### src/rtl/ov5640_cfg_ctrl.sv
// OV5640 bring-up sequencer: starts the power-up block, then walks the register
// init table from an external ROM, issuing SCCB writes with delay, retry and timeout handling.
module ov5640_cfg_ctrl #(
    parameter int TABLE_LEN   = 256,
    parameter int IDX_W       = 8,
    parameter int CLK_PER_MS  = 100000,
    parameter int MAX_RETRY   = 3,
    parameter int TIMEOUT_CYC = 1000000
) (
    input  logic             sys_clk,
    input  logic             sys_rst,
    input  logic             cfg_start,
    output logic             ov5640_setup_start,
    input  logic             ov5640_setup_done,
    output logic [IDX_W-1:0] rom_addr,
    input  logic [23:0]      rom_data,
    output logic             sccb_req,
    input  logic             sccb_ready,
    output logic [15:0]      sccb_addr,
    output logic [7:0]       sccb_wdata,
    input  logic             sccb_done,
    input  logic             sccb_nack,
    output logic             cfg_busy,
    output logic             cfg_done,
    output logic             cfg_error,
    output logic [IDX_W-1:0] cfg_err_idx
);

    localparam int CNT_MAX = (CLK_PER_MS > TIMEOUT_CYC) ? CLK_PER_MS : TIMEOUT_CYC;
    localparam int CNT_W   = (CNT_MAX < 2) ? 1 : $clog2(CNT_MAX);
    localparam int RETRY_W = (MAX_RETRY < 1) ? 1 : $clog2(MAX_RETRY + 1);

    typedef enum logic [3:0] {
        S_IDLE,
        S_WAIT_SETUP,
        S_FETCH,
        S_DECODE,
        S_ISSUE,
        S_WAIT_DONE,
        S_DELAY,
        S_NEXT,
        S_DONE,
        S_ERROR
    } state_t;

    state_t             state_q, state_d;
    logic [IDX_W-1:0]   idx_q, idx_d;
    logic [IDX_W-1:0]   rom_addr_q, rom_addr_d;
    logic [15:0]        sccb_addr_q, sccb_addr_d;
    logic [7:0]         sccb_wdata_q, sccb_wdata_d;
    logic [RETRY_W-1:0] retry_q, retry_d;
    logic [7:0]         ms_q, ms_d;
    logic [CNT_W-1:0]   cyc_q, cyc_d;
    logic               setup_start_q, setup_start_d;
    logic [IDX_W-1:0]   err_idx_q, err_idx_d;

    always_ff @(posedge sys_clk or posedge sys_rst) begin
        if (sys_rst) begin
            state_q       <= S_IDLE;
            idx_q         <= '0;
            rom_addr_q    <= '0;
            sccb_addr_q   <= '0;
            sccb_wdata_q  <= '0;
            retry_q       <= '0;
            ms_q          <= '0;
            cyc_q         <= '0;
            setup_start_q <= 1'b0;
            err_idx_q     <= '0;
        end else begin
            state_q       <= state_d;
            idx_q         <= idx_d;
            rom_addr_q    <= rom_addr_d;
            sccb_addr_q   <= sccb_addr_d;
            sccb_wdata_q  <= sccb_wdata_d;
            retry_q       <= retry_d;
            ms_q          <= ms_d;
            cyc_q         <= cyc_d;
            setup_start_q <= setup_start_d;
            err_idx_q     <= err_idx_d;
        end
    end

    always_comb begin
        state_d       = state_q;
        idx_d         = idx_q;
        rom_addr_d    = rom_addr_q;
        sccb_addr_d   = sccb_addr_q;
        sccb_wdata_d  = sccb_wdata_q;
        retry_d       = retry_q;
        ms_d          = ms_q;
        cyc_d         = cyc_q;
        setup_start_d = setup_start_q;
        err_idx_d     = err_idx_q;

        unique case (state_q)
            S_IDLE: begin
                if (cfg_start) begin
                    setup_start_d = 1'b1;
                    state_d       = S_WAIT_SETUP;
                end
            end
            S_WAIT_SETUP: begin
                if (ov5640_setup_done) begin
                    idx_d      = '0;
                    rom_addr_d = '0;
                    state_d    = S_FETCH;
                end
            end
            // rom_addr already holds idx; data is valid in DECODE
            S_FETCH: state_d = S_DECODE;
            S_DECODE: begin
                if (rom_data[23:8] == 16'hFFFF) begin
                    ms_d    = rom_data[7:0];
                    cyc_d   = '0;
                    state_d = (rom_data[7:0] == 8'd0) ? S_NEXT : S_DELAY;
                end else begin
                    sccb_addr_d  = rom_data[23:8];
                    sccb_wdata_d = rom_data[7:0];
                    retry_d      = '0;
                    state_d      = S_ISSUE;
                end
            end
            S_ISSUE: begin
                if (sccb_ready) begin
                    cyc_d   = '0;
                    state_d = S_WAIT_DONE;
                end
            end
            S_WAIT_DONE: begin
                cyc_d = cyc_q + CNT_W'(1);
                // a done pulse on the timeout cycle still counts as a completion
                if (sccb_done) begin
                    if (!sccb_nack) begin
                        state_d = S_NEXT;
                    end else if (retry_q < RETRY_W'(MAX_RETRY)) begin
                        retry_d = retry_q + RETRY_W'(1);
                        state_d = S_ISSUE;
                    end else begin
                        err_idx_d = idx_q;
                        state_d   = S_ERROR;
                    end
                end else if (cyc_q == CNT_W'(TIMEOUT_CYC - 1)) begin
                    err_idx_d = idx_q;
                    state_d   = S_ERROR;
                end
            end
            S_DELAY: begin
                if (cyc_q == CNT_W'(CLK_PER_MS - 1)) begin
                    cyc_d = '0;
                    ms_d  = ms_q - 8'd1;
                    if (ms_q == 8'd1) state_d = S_NEXT;
                end else begin
                    cyc_d = cyc_q + CNT_W'(1);
                end
            end
            S_NEXT: begin
                if (idx_q == IDX_W'(TABLE_LEN - 1)) begin
                    state_d = S_DONE;
                end else begin
                    idx_d      = idx_q + IDX_W'(1);
                    rom_addr_d = idx_q + IDX_W'(1);
                    state_d    = S_FETCH;
                end
            end
            default: ;
        endcase
    end

    assign ov5640_setup_start = setup_start_q;
    assign rom_addr           = rom_addr_q;
    assign sccb_req           = (state_q == S_ISSUE);
    assign sccb_addr          = sccb_addr_q;
    assign sccb_wdata         = sccb_wdata_q;
    assign cfg_busy           = !(state_q inside {S_IDLE, S_DONE, S_ERROR});
    assign cfg_done           = (state_q == S_DONE);
    assign cfg_error          = (state_q == S_ERROR);
    assign cfg_err_idx        = err_idx_q;

endmodule

### config.mk
export PLATFORM = sky130hd
export DESIGN_NAME = ov5640_cfg_ctrl
export DESIGN_NICKNAME = d
export VERILOG_FILES = /design/src/rtl/ov5640_cfg_ctrl.sv
export SDC_FILE = /design/constraint.sdc
export NUM_CORES = 1
export LEC_CHECK = 0
export ABC_AREA = 0
export CORE_AREA = 2 2 88 90
export CTS_CLUSTER_SIZE = 20
export DETAILED_ROUTE_END_ITERATION = 7
export DIE_AREA = 0 0 90 92
export GPL_ROUTABILITY_DRIVEN = 0
export PLACE_DENSITY = 0.79
export SLEW_MARGIN = 30
export SYNTH_ARGS = -nofsm -noshare
export SYNTH_HDL_FRONTEND = slang
export SYNTH_SLANG_ARGS = --single-unit
### constraint.sdc
create_clock -name sys_clk -period 5.3 [get_ports sys_clk]
set_input_delay 0.53 -clock sys_clk [delete_from_list [all_inputs] [get_ports sys_clk]]
set_output_delay 0.53 -clock sys_clk [all_outputs]
set_load 0.05 [all_outputs]
=== Yosys cells after proc, flatten, opt, wreduce, memory -nomap -nowiden ===
Index checks and enable logic that the tools add are counted.

* Bits in registers: 75
* Input port bits: 31
* Output and inout port bits: 45
* Word-level logic and storage cells: 93

* Add/sub/neg operators: 4
* Magnitude comparators: 1
* Eq/ne operators: 28
* Multiplexer cells: 32
* Bitwise gates (word level): 1
* Reductions and logical operators: 18

{| class="wikitable"
|+ Operators with widths
! cell !! number
|-
| $pmux 20 s4 || 1
|-
| $mux 8 || 8
|-
| $mux 20 || 3
|-
| $mux 4 || 10
|-
| $pmux 4 s8 || 1
|-
| $pmux 8 s2 || 2
|-
| $ne 2x2->1 const B || 11
|-
| $add 20x1->20 const B || 1
|-
| $eq 20x17->1 const B || 1
|-
| $eq 20x20->1 const B || 1
|-
| $eq 16x16->1 const B || 1
|-
| $eq 4x3->1 const B || 4
|-
| $mux 2 || 5
|-
| $reduce_and 3->1 || 3
|-
| $add 8x1->8 const B || 1
|-
| $eq 4x2->1 const B || 2
|-
| $eq 4x4->1 const B || 2
|-
| $eq 8x1->1 const B || 1
|-
| $eq 8x8->1 const B || 1
|-
| $logic_not 8->1 || 1
|-
| $reduce_bool 2->1 || 4
|-
| $reduce_bool 8->1 || 1
|-
| $sub 8x1->8 const B || 1
|-
| $reduce_and 7->1 || 1
|-
| 15 further kinds || 17
|}

=== Longest topological paths before layout ===
* Depth in word-level cells: 5
* Mapped depth: 8
* Gate-level depth less buffers: 7

=== Worst setup path after synthesis ===
No wires, ideal clock.

* Path kind: reg-to-output
* Start point: reg state_q[2]
* End point: out sccb_req
* Arrival: 2.369 ns
* Required time: 4.770 ns
* Path slack: 2.401 ns
* Stages on the path, launching flop included: 4
* Path buffers: 2
* Cells stage by stage: dfrtp_1 > buf_4 > clkbuf_1 > nor4b_1

* Word-level cells in the longest chain between the ends: 1

{| class="wikitable"
|+ RTL lines
! what !! RTL line !! source
|-
| start, declared || 46 || <nowiki>state_t state_q, state_d;</nowiki>
|-
| start signal, assigned || 70 || <nowiki>state_q <= state_d;</nowiki>
|-
| $eq 4x3->1 || 171 || <nowiki>assign sccb_req = (state_q == S_ISSUE);</nowiki>
|-
| end, declared || 17 || <nowiki>output logic sccb_req,</nowiki>
|}

Every way passes these cells.

=== Final worst setup path ===
* Start point: reg state_q[0]
* End point: out cfg_busy

* Word-level cells in the longest chain between the ends: 3
* Elaborated cells on any way between the ends: 5
* Those cells by class: 2 x eq/ne; 3 x reduce/logical

{| class="wikitable"
|+ RTL lines
! what !! RTL line !! source
|-
| $eq 4x4->1 or $logic_not 4->1 (tied branches) || 174 || <nowiki>assign cfg_busy = !(state_q inside {S_IDLE, S_DONE, S_ERROR});</nowiki>
|-
| $reduce_bool 3->1 (*) || 174 ||
|-
| $logic_not 1->1 (*) || 174 ||
|-
| end, declared || 23 || <nowiki>output logic cfg_busy,</nowiki>
|}

Mark *: on every way between the ends. The rest lies on a longest branch, timed or not.

==> metrics <==
status finished clean; Post-Route WL slightly above 9000 um; slew of the pin with the lowest slew margin between 700 and 800 ps; hold_ws between 500 and 600 ps; number of global-route vias before repair 3213; I/O pins 76; DRC viols 0; GRT Util Overall 0.229; fin crit period around 2800 ps; critical path required time roughly 4800 ps; P&R area growth vs syn 27.0%; pwr dens 551 nW/um2; Routed Antenna Nets 0; Post-CTS Setup Bufs 0; RSZ-0062 raised after global routing false; Root Buffer clkbuf_8; post-synthesis net count around 420; first-pass GRT wire length 15400 um; worst hold path class reg2reg; CTS Buffer Depth 2; CTS Buf Count 9; Leakage slightly above 0.002 uW; Synth async-reset ratio 1.00; Setup TNS 0 ps; number of max-cap violations 0; vias around 3300; synth warn 0; final worst slack 2500 ps; WS Path Type reg2out; Synth Area per Inst a little over 10 um2; Clock Sinks 75; layout cells sized above 1 0.145; largest net degree at the start of global routing 44; Clock Latency Late Sink ~350 ps; Max Slew Vio Count 0; final net count roughly 490; Pre-antenna DRT Iters 4; hold_buf cts 0; crit path DAT 2270 ps; Setup violations, final 0; Layout Utilization 0.679; synthesis-stage register bit count 75; Synth cell types 61; die height between 90 and 100 um; VDD IR max a little over 0.0004 V; Post-Syn Area about 4000 um2; worst-case setup slack after placement just under 2000 ps; H-tree depth 3; crit start category flop; Tcrit/Tclk final 0.528; CTS resizes 0; Via density between 5 and 6; max_slew headroom 0.496; core footprint 7450 um2; clk_skew about 11 ps; Crit Path Max Fanout 20; hpwl dp between 6000 and 7000 um; Die X around 90 um; Max Clk Rate 357 MHz; diode count 0; Synth Instances between 300 and 400; crit end category output pin; Starting DRT DRC Count roughly 220; row count 32; GRT overflow 0; die area around 8300 um2; IO buf count 75; sequential area share after synthesis 0.471; clk slew on worst S/H paths about 80 ps; Starting Density 0.535; initial antenna violation count 0; TritonCTS clock tree yes; most frequent cells in the layout dfrtp_1 (75), clkdlybuf4s50_1 (75), mux2_2 (37), nand2_1 (29), o21ai_0 (23); Final Hold Fails 0; Top FF cell, synth dfrtp_1; EDFF count, synth 0; wire per inst 16.2 um
metal layers:
metal / track usage / vias up / share of wire
met1: 0.297 / 1597 / 0.43
met5: 0 / - / 0
li1: - / 1598 / -
met3: 0.0764 / 9 / 0.066
met2: 0.368 / 76 / 0.49
met4: 0.0692 / 0 / 0.013
synth_stat cells, types with 3 or more instances:
cell type	number	area share
nor2b_1	3	0.0047
nand2_1	29	0.027
nor2_1	22	0.021
nand3_1	12	0.015
inv_1	11	0.010
or4_1	9	0.017
nand4_1	13	0.020
a21oi_1	21	0.026
mux2i_1	4	0.010
dfrtp_1	75	0.47
o31ai_1	13	0.025
buf_2	5	0.0063
ha_1	5	0.016
mux2_2	37	0.10
clkbuf_1	10	0.0094
xor2_1	3	0.0066
nor3b_1	6	0.011
a211oi_1	3	0.0057
nor4_1	6	0.0094
and3_1	6	0.0094
or3_1	3	0.0047
nand2b_1	3	0.0047
nor4b_1	3	0.0066
nor3_1	9	0.011
a2bb2oi_1	4	0.0088
o21ai_0	23	0.029
path summary, 6_finish.rpt:
path | startpoint | end | slack [ps] | depth (start not counted)
worst max-delay path | state_q[0]$_DFFE_PP0P_ | cfg_busy | 2500 | 3
worst min-delay path | cfg_err_idx[7]$_DFFE_PP0P_ | cfg_err_idx[7]$_DFFE_PP0P_ | 510 | 1
worst max register to register | state_q[2]$_DFFE_PP0P_ | cyc_q[16]$_DFFE_PP0P_ | 2640 | 5
worst min register to register | cfg_err_idx[7]$_DFFE_PP0P_ | cfg_err_idx[7]$_DFFE_PP0P_ | 510 | 1
max in group asynchronous | sys_rst | sccb_wdata[0]$_DFFE_PP0P_ | 3780 | 3
min in group asynchronous | sys_rst | cfg_err_idx[6]$_DFFE_PP0P_ | 600 | 2
flip-flops by register name, summed over array words and instances, names as in the netlist, 2 cells and up:
| signal | cells |
|---|---|
| retry_q | 2 |
| ms_q | 8 |
| sccb_wdata | 8 |
| cfg_err_idx | 8 |
| sccb_addr | 16 |
| state_q | 4 |
| cyc_q | 20 |
| rom_addr | 8 |
through the flow:
step	cell area (um2)	power [uW]	std cells
after floorplan	3980	1820	386
after global placement	4800	2240	548
after detailed placement	4800	2260	548
after CTS	5040	2800	563
after global routing	5060	2920	563
final	5060	2780	563
power breakdown:
group	switching (uW)	internal (uW)	total [uW]
sequential	193	752	944
clock	220	312	532
combinational	819	489	1310
final cells by class:
type / instances / area [um2]
Fill cell: 594 / 2390
Multi-Input combinational cell: 282 / 2000
Sequential cell: 75 / 1880
Timing Repair Buffer: 78 / 773
Tap cell: 102 / 128
Clock buffer: 9 / 124
Clock inverter: 6 / 114
Inverter: 11 / 42.5
worst max-delay path, cell delays in order (launching register included):
cell and delay [ps]:
dfrtp_1 600, nor2b_1 250, or3_1 350, clkdlybuf4s50_1 730
cell families (layout without fill, tap and decap cells):
| family | after synthesis | count (layout) | synth area share |
|---|---|---|---|
| flops | 75 | 75 | 0.471 |
| xor+xnor | 4 | 4 | 0.00880 |
| buf+inv | 29 | 104 | 0.0327 |
| fa+ha+maj | 5 | 5 | 0.0157 |
| compound gates | 91 | 91 | 0.154 |
| mux | 41 | 41 | 0.115 |
| simple gates | 141 | 141 | 0.203 |
Note: power is estimated with default switching activity, not from simulation.
